## config.mk

```make
export PLATFORM = sky130hd
export DESIGN_NAME = dds_multi
export DESIGN_NICKNAME = d
export VERILOG_FILES = /design/src/rtl/dds_pkg.sv /design/src/rtl/dds_channel.sv /design/src/rtl/dds_multi.sv
export SDC_FILE = /design/constraint.sdc
export NUM_CORES = 1
export LEC_CHECK = 0
export ABC_CLOCK_PERIOD_IN_PS = 21500
export CORE_MARGIN = 5
export CORE_UTILIZATION = 30
export DETAILED_ROUTE_END_ITERATION = 6
export SYNTH_ARGS = -nofsm -noshare
export SYNTH_HDL_FRONTEND = slang
export SYNTH_SLANG_ARGS = --single-unit
```

## constraint.sdc

```tcl
create_clock -name clk -period 21.5 [get_ports clk]
set_input_delay 5.375 -clock clk [delete_from_list [all_inputs] [get_ports clk]]
set_output_delay 5.375 -clock clk [all_outputs]
set_load 0.005 [all_outputs]
```

## src/rtl/dds_pkg.sv

```systemverilog
// Shared definitions for the DDS cores and the command parser:
// register addresses and waveform mode encodings.
package dds_pkg;

  localparam logic [1:0] ADDR_TUNE  = 2'd0;
  localparam logic [1:0] ADDR_PHASE = 2'd1;
  localparam logic [1:0] ADDR_CTRL  = 2'd2;

  typedef enum logic [1:0] {
    MODE_SAW    = 2'd0,
    MODE_SQUARE = 2'd1,
    MODE_TRI    = 2'd2,
    MODE_DC     = 2'd3
  } mode_e;

endpackage

```

## src/rtl/dds_channel.sv

```systemverilog
// One DDS channel: active register set, phase accumulator, waveform
// shaping and the registered sample/wrap outputs.
module dds_channel
  import dds_pkg::*;
#(
  parameter int ACC_W = 32,
  parameter int OUT_W = 8
) (
  input  logic             clk,
  input  logic             rst,
  input  logic             load_i,
  input  logic             clr_i,
  input  logic [ACC_W-1:0] m_i,
  input  logic [ACC_W-1:0] ph_i,
  input  logic             en_i,
  input  logic [1:0]       mode_i,
  output logic [OUT_W-1:0] sample_o,
  output logic             wrap_o
);

  localparam logic [OUT_W-1:0] MIDSCALE = OUT_W'(1) << (OUT_W - 1);

  logic [ACC_W-1:0] m_q, ph_q, acc_q, acc_d;
  logic             en_q, live_q, wrap_q, wrap_d, carry;
  mode_e            mode_q;
  logic [ACC_W-1:0] sum, p;
  logic [OUT_W-1:0] t, u, sample_q, sample_d;
  logic             unused_p;

  always_comb begin
    // NOTE: every always_comb output gets a default first so no path leaves it unassigned (no latch).
    {carry, sum} = {1'b0, acc_q} + {1'b0, m_q};
    acc_d  = acc_q;
    wrap_d = 1'b0;
    if (clr_i) begin
      acc_d  = '0;
    end else if (en_q) begin
      acc_d  = sum;
      wrap_d = carry;
    end
  end

  assign p        = acc_q + ph_q;
  assign t        = p[ACC_W-1 -: OUT_W];
  assign u        = p[ACC_W-2 -: OUT_W];
  assign unused_p = ^{p, 1'b0};

  // The output stays at 0 from reset until the first commit, even for disabled channels.
  always_comb begin
    sample_d = '0;
    if (live_q) begin
      if (!en_q) begin
        sample_d = MIDSCALE;
      end else begin
        case (mode_q)
          MODE_SAW:    sample_d = t;
          MODE_SQUARE: sample_d = {OUT_W{p[ACC_W-1]}};
          MODE_TRI:    sample_d = p[ACC_W-1] ? ~u : u;
          default:     sample_d = MIDSCALE;
        endcase
      end
    end
  end

  always_ff @(posedge clk or posedge rst) begin
    if (rst) begin
      m_q      <= '0;
      ph_q     <= '0;
      en_q     <= 1'b0;
      mode_q   <= MODE_SAW;
      live_q   <= 1'b0;
      acc_q    <= '0;
      wrap_q   <= 1'b0;
      sample_q <= '0;
    end else begin
      // NOTE: sequential state uses non-blocking assignments so all registers see pre-edge values.
      if (load_i) begin
        m_q    <= m_i;
        ph_q   <= ph_i;
        en_q   <= en_i;
        mode_q <= mode_e'(mode_i);
        live_q <= 1'b1;
      end
      acc_q    <= acc_d;
      wrap_q   <= wrap_d;
      sample_q <= sample_d;
    end
  end

  assign sample_o = sample_q;
  assign wrap_o   = wrap_q;

endmodule

```

## src/rtl/dds_multi.sv

```systemverilog
// Multi-channel DDS: shadow register file with write decode, and a single
// update strobe that commits every channel on the same edge.
module dds_multi
  import dds_pkg::*;
#(
  parameter int NUM_CH = 2,
  parameter int ACC_W  = 32,
  parameter int OUT_W  = 8
) (
  input  logic                    clk,
  input  logic                    rst,
  input  logic                    wr_en,
  input  logic [2:0]              wr_ch,
  input  logic [1:0]              wr_addr,
  input  logic [ACC_W-1:0]        wr_data,
  input  logic                    update,
  input  logic                    phase_rst,
  output logic [NUM_CH*OUT_W-1:0] out,
  output logic [NUM_CH-1:0]       wrap
);

  logic clr;
  assign clr = update & phase_rst;

  for (genvar k = 0; k < NUM_CH; k++) begin : g_ch
    logic [ACC_W-1:0] m_s_q, m_s_d, ph_s_q, ph_s_d;
    logic             en_s_q, en_s_d;
    logic [1:0]       mode_s_q, mode_s_d;
    logic [OUT_W-1:0] sample;

    // Channel indices at or above NUM_CH have no generate block, so they never match.
    always_comb begin
      m_s_d    = m_s_q;
      ph_s_d   = ph_s_q;
      en_s_d   = en_s_q;
      mode_s_d = mode_s_q;
      if (wr_en && (wr_ch == 3'(k))) begin
        case (wr_addr)
          ADDR_TUNE:  m_s_d  = wr_data;
          ADDR_PHASE: ph_s_d = wr_data;
          ADDR_CTRL: begin
            en_s_d   = wr_data[2];
            mode_s_d = wr_data[1:0];
          end
          default: ;
        endcase
      end
    end

    always_ff @(posedge clk or posedge rst) begin
      if (rst) begin
        m_s_q    <= '0;
        ph_s_q   <= '0;
        en_s_q   <= 1'b0;
        mode_s_q <= '0;
      end else begin
        m_s_q    <= m_s_d;
        ph_s_q   <= ph_s_d;
        en_s_q   <= en_s_d;
        mode_s_q <= mode_s_d;
      end
    end

    // Feeding the next-state shadow values gives write-through when a write meets update.
    dds_channel #(
      .ACC_W (ACC_W),
      .OUT_W (OUT_W)
    ) u_ch (
      .clk      (clk),
      .rst      (rst),
      .load_i   (update),
      .clr_i    (clr),
      .m_i      (m_s_d),
      .ph_i     (ph_s_d),
      .en_i     (en_s_d),
      .mode_i   (mode_s_d),
      .sample_o (sample),
      .wrap_o   (wrap[k])
    );

    assign out[k*OUT_W +: OUT_W] = sample;
  end

endmodule

```

==> metrics.md <==
| Metric | Value |
|---|---|
| Flops & latches, synth | `between 300 and 400` |
| Routed vias/inst | `5.097` |
| Startpoint Class | `input port` |
| Die X | `between 200 and 300 microns` |
| FF+latch area | `roughly 0.0088 sq mm` |
| Skew-Pair Late Insertion Delay | `between 0.5 and 0.6 ns` |
| Net count reported at finish | `1838` |
| Largest delay share family, worst path | `simple AND/OR/NAND/NOR gates` |
| Pwr Density | `119.7 mW/mm^2` |
| Kind of critical path | `input port to register` |
| Sink Count | `351` |
| Hpwl dp | `31780 microns` |
| DRC | `0` |
| Area delta synth->final | `15.16%` |
| Worst EP arrival | `8.00 ns` |
| Final setup violation count | `0` |
| Main combinational cell family by area after synthesis | `multiplexers` |
| Crit path required time | `21.92 ns` |
| Reg2reg start | `g_ch[0].u_ch.acc_q[0]$_DFFE_PP0P_` |
| Number of fill cells in the layout | `6123` |
| Chip Height | `259.7 microns` |
| Type of element capturing the critical path | `register` |
| Distinct cell type count after synthesis | `70` |
| Post-synth ARST share | `100.0%` |
| Post-DRT Antenna Nets | `0` |
| GRT Total Usage | `13.43%` |
| Post-CTS sizing | `0` |
| DP Cell Count | `between 2k and 2.5k` |
| Min-Delay Startpoint | `g_ch[0].m_s_q[19]$_DFF_PP0_` |
| Hold buffers post-CTS | `0` |
| Crit path buf inv count | `1` |
| Fin worst setup slack | `roughly 14 ns` |
| Initial Util | `30.30%` |
| Min Tclk post-route | `7.582 ns` |
| H-Tree Depth | `2` |
| WL per Instance | `17.93 microns` |
| EDFF count, synth | `0` |
| Vias in the first global route | `13.07k` |
| Vias | `12.94k` |
| Final setup skew | `0.02126 ns` |
| GP Congestion | `0.8502` |
| Total grt overflow | `0` |
| Setup TNS | `0 ns` |
| Most used cell, CP | `mux2_2` |
| Mapped Area | `0.01870 sq mm` |
| Mapped Cells | `~1.6k` |
| Min-delay worst type | `register to register` |
| LEAKAGE | `10.02 nW` |
| Slew headroom | `between 20% and 30%` |
| Proportion of synthesized area in mux cells | `18.48%` |
| Peak Freq | `0.1319 GHz` |
| Post-synthesis adder-cell area fraction | `8.511%` |
| Compound-Gate Fraction of Synth Area | `12.10%` |
| Simple-gate share of the synthesized area | `9.334%` |
| Mapped Nets | `1789` |
| 1st-iter DRT viols | `724` |
| Total Wirelength | `45510 microns` |
| Initial antenna violation count | `5` |
| Avg Cell Area, Syn | `11.54 sq um` |
| Crit-path slowest cell | `nor2_4` |
| Place WS | `approximately 13 ns` |
| Top Ports | `60` |
| Critical-path cell list | `clkdlybuf4s50_1 > nor3_1 > nand2_1 > nor2_4 > mux2_2 > mux2_2` |
| Die area | `0.06742 sq mm` |
| Worst VDD drop | `~0.052 mV` |
| Sequential fraction of the synthesis area | `46.97%` |
| Final std cells w/o fill | `2539` |
| Standard-cell row count | `91` |
| Crit-path max FO | `32` |
| First-pass GRT wire length | `73410 microns` |
| Ys Warns | `0` |
| Commonest non-fill, non-tap cells in the layout | `351 x dfrtp_1, 266 x mux2_2, 124 x ha_1, 101 x nor2_1, 79 x a21oi_1` |
| CP max stage delay | `0.88 ns` |
| Tcrit/Tclk final | `35.26%` |
| Port buffer count | `59` |
| Primary FF master, synth | `dfrtp_1` |
| Multi-input gate area | `0.009600 sq mm` |
| Final hold violation count | `0` |
| Unrepaired setup endpoints after global routing | `false` |
| Commonest non-fill, non-tap cell in the layout | `dfrtp_1` |
| Max Cap Viol | `0` |
| Fraction of layout cells with a size suffix above 1 | `21.42%` |
| CTS tree | `built` |
| Clock root cell | `clkbuf_16` |
| Setup Fix Bufs, Post-CTS | `0` |
| Drt pass-1 iters | `6` |
| CTS buffer count | `40` |
| Worst setup path startpoint | `wr_ch[2]` |
| Clock-pin slew on the worst setup and hold paths | `0.06 ns` |
| Clock Tree Buf Depth | `3` |
| Largest net degree at the start of global routing | `190` |
| Outcome | `finished, final reports clean` |
| CORE AREA | `around 0.06 sq mm` |
| Xor/xnor share of the synthesized area | `2.810%` |
| Worst Tran Pin Value | `between 1 and 1.5 ns` |
| Max-slew violations | `0` |
-- synth_stat cells (20+ instances only) --
cell type	number	area share, %
a21o_1	48	1.9
nand2_1	72	1.4
o21ai_0	59	1.6
nor2_1	102	2.0
nand3_1	38	1.0
mux2i_1	46	2.5
clkbuf_1	49	0.98
xor2_1	21	0.98
a211oi_1	23	0.92
nor3_1	25	0.67
mux2_2	266	16
dfrtp_1	351	47
a31oi_1	20	0.67
inv_1	26	0.52
a21oi_1	79	2.1
ha_1	124	8.3
xnor2_1	39	1.8
-- worst paths after layout --
| check | to | cells past startpoint | slack (ns) |
|---|---|---|---|
| setup / recovery | g_ch[1].u_ch.ph_q[7]$_DFFE_PP0P_ | 6 | 13.92 |
| hold / removal | g_ch[0].m_s_q[19]$_DFF_PP0_ | 1 | 0.49 |
| setup reg to reg | g_ch[0].u_ch.acc_q[28]$_DFFE_PP0P_ | 11 | 17.93 |
| hold reg to reg | g_ch[0].m_s_q[19]$_DFF_PP0_ | 1 | 0.49 |
| max in group asynchronous | g_ch[1].u_ch.acc_q[7]$_DFFE_PP0P_ | 3 | 14.75 |
| min in group asynchronous | g_ch[0].u_ch.sample_o[6]$_DFF_PP0_ | 2 | 5.32 |
-- kinds of logic (layout without fill, tap and decap cells) --
group                    after synthesis  count (layout)
AO/OA/AOI/OAI                        334             334
XOR/XNOR                              60              60
adder cells (fa/ha/maj)              126             126
buffers and inverters                 87             165
flip-flops                           351             351
multiplexers                         312             312
other                                  0               3
AND/OR/NAND/NOR                      351             351
-- worst register-to-register path, cell delays in order (launching register included) --
cell,delay [ns]
dfrtp_1,0.40
ha_1,0.25
fa_1,0.44
a211oi_1,0.35
o21ai_0,0.29
and4_1,0.28
a2111o_1,0.42
a31oi_1,0.39
a311oi_1,0.23
nor4_1,0.27
a41oi_1,0.07
nand3_1,0.11
-- flip-flops by register name, indices dropped and copies added, names as in the netlist --
register,cells
g_ch.u_ch.acc_q,64
g_ch.u_ch.m_q,64
g_ch.ph_s_q,64
g_ch.en_s_q,2
g_ch.u_ch.ph_q,64
g_ch.u_ch.en_q,2
g_ch.u_ch.sample_o,16
g_ch.u_ch.live_q,1
g_ch.u_ch.mode_q,4
g_ch.u_ch.wrap_o,2
g_ch.mode_s_q,4
g_ch.m_s_q,64
-- through the flow --
| stage | util [%] | cell area, sq um | hold slack [ns] | total power [mW] |
|---|---|---|---|---|
| 5_1_grt | 34.89 | 21530 | 0.4946 | 2.758 |
| 4_1_cts | 34.88 | 21530 | 0.4908 | 2.597 |
| 3_5_place_dp | 32.75 | 20210 | 0.4779 | 1.898 |
| 6_report | 34.90 | 21530 | 0.4905 | 2.577 |
| 2_1_floorplan | - | 18700 | 0.4666 | 1.649 |
| 3_3_place_gp | 32.75 | 20210 | 0.4751 | 1.864 |
-- cell type report --
cell class / instances / share of cell area [%]
Antenna cell: 3 / 0.03486
Clock buffer: 63 / 5.706
Clock inverter: 8 / 0.4183
Inverter: 26 / 0.4881
Multi-Input combinational cell: 1183 / 44.58
Sequential cell: 351 / 40.79
Tap cell: 837 / 4.863
Timing Repair Buffer: 68 / 3.120
-- report_power, final --
group          leakage, nW  switching [mW]  total, mW  internal (mW)
clock network        0.655           0.266      0.681          0.414
logic                 4.84           0.523      0.959          0.436
registers             4.52           0.111      0.938          0.827
-- per-layer routing --
metal	vias to the layer above	global-route usage, %	routed length (microns)
li1	6114	-	-
met1	6486	19.06	22190
met2	269	21.28	20260
met3	73	2.476	2120
met4	0	3.391	943
met5	-	0	0
No activity file was read; power rests on OpenSTA's default activity.
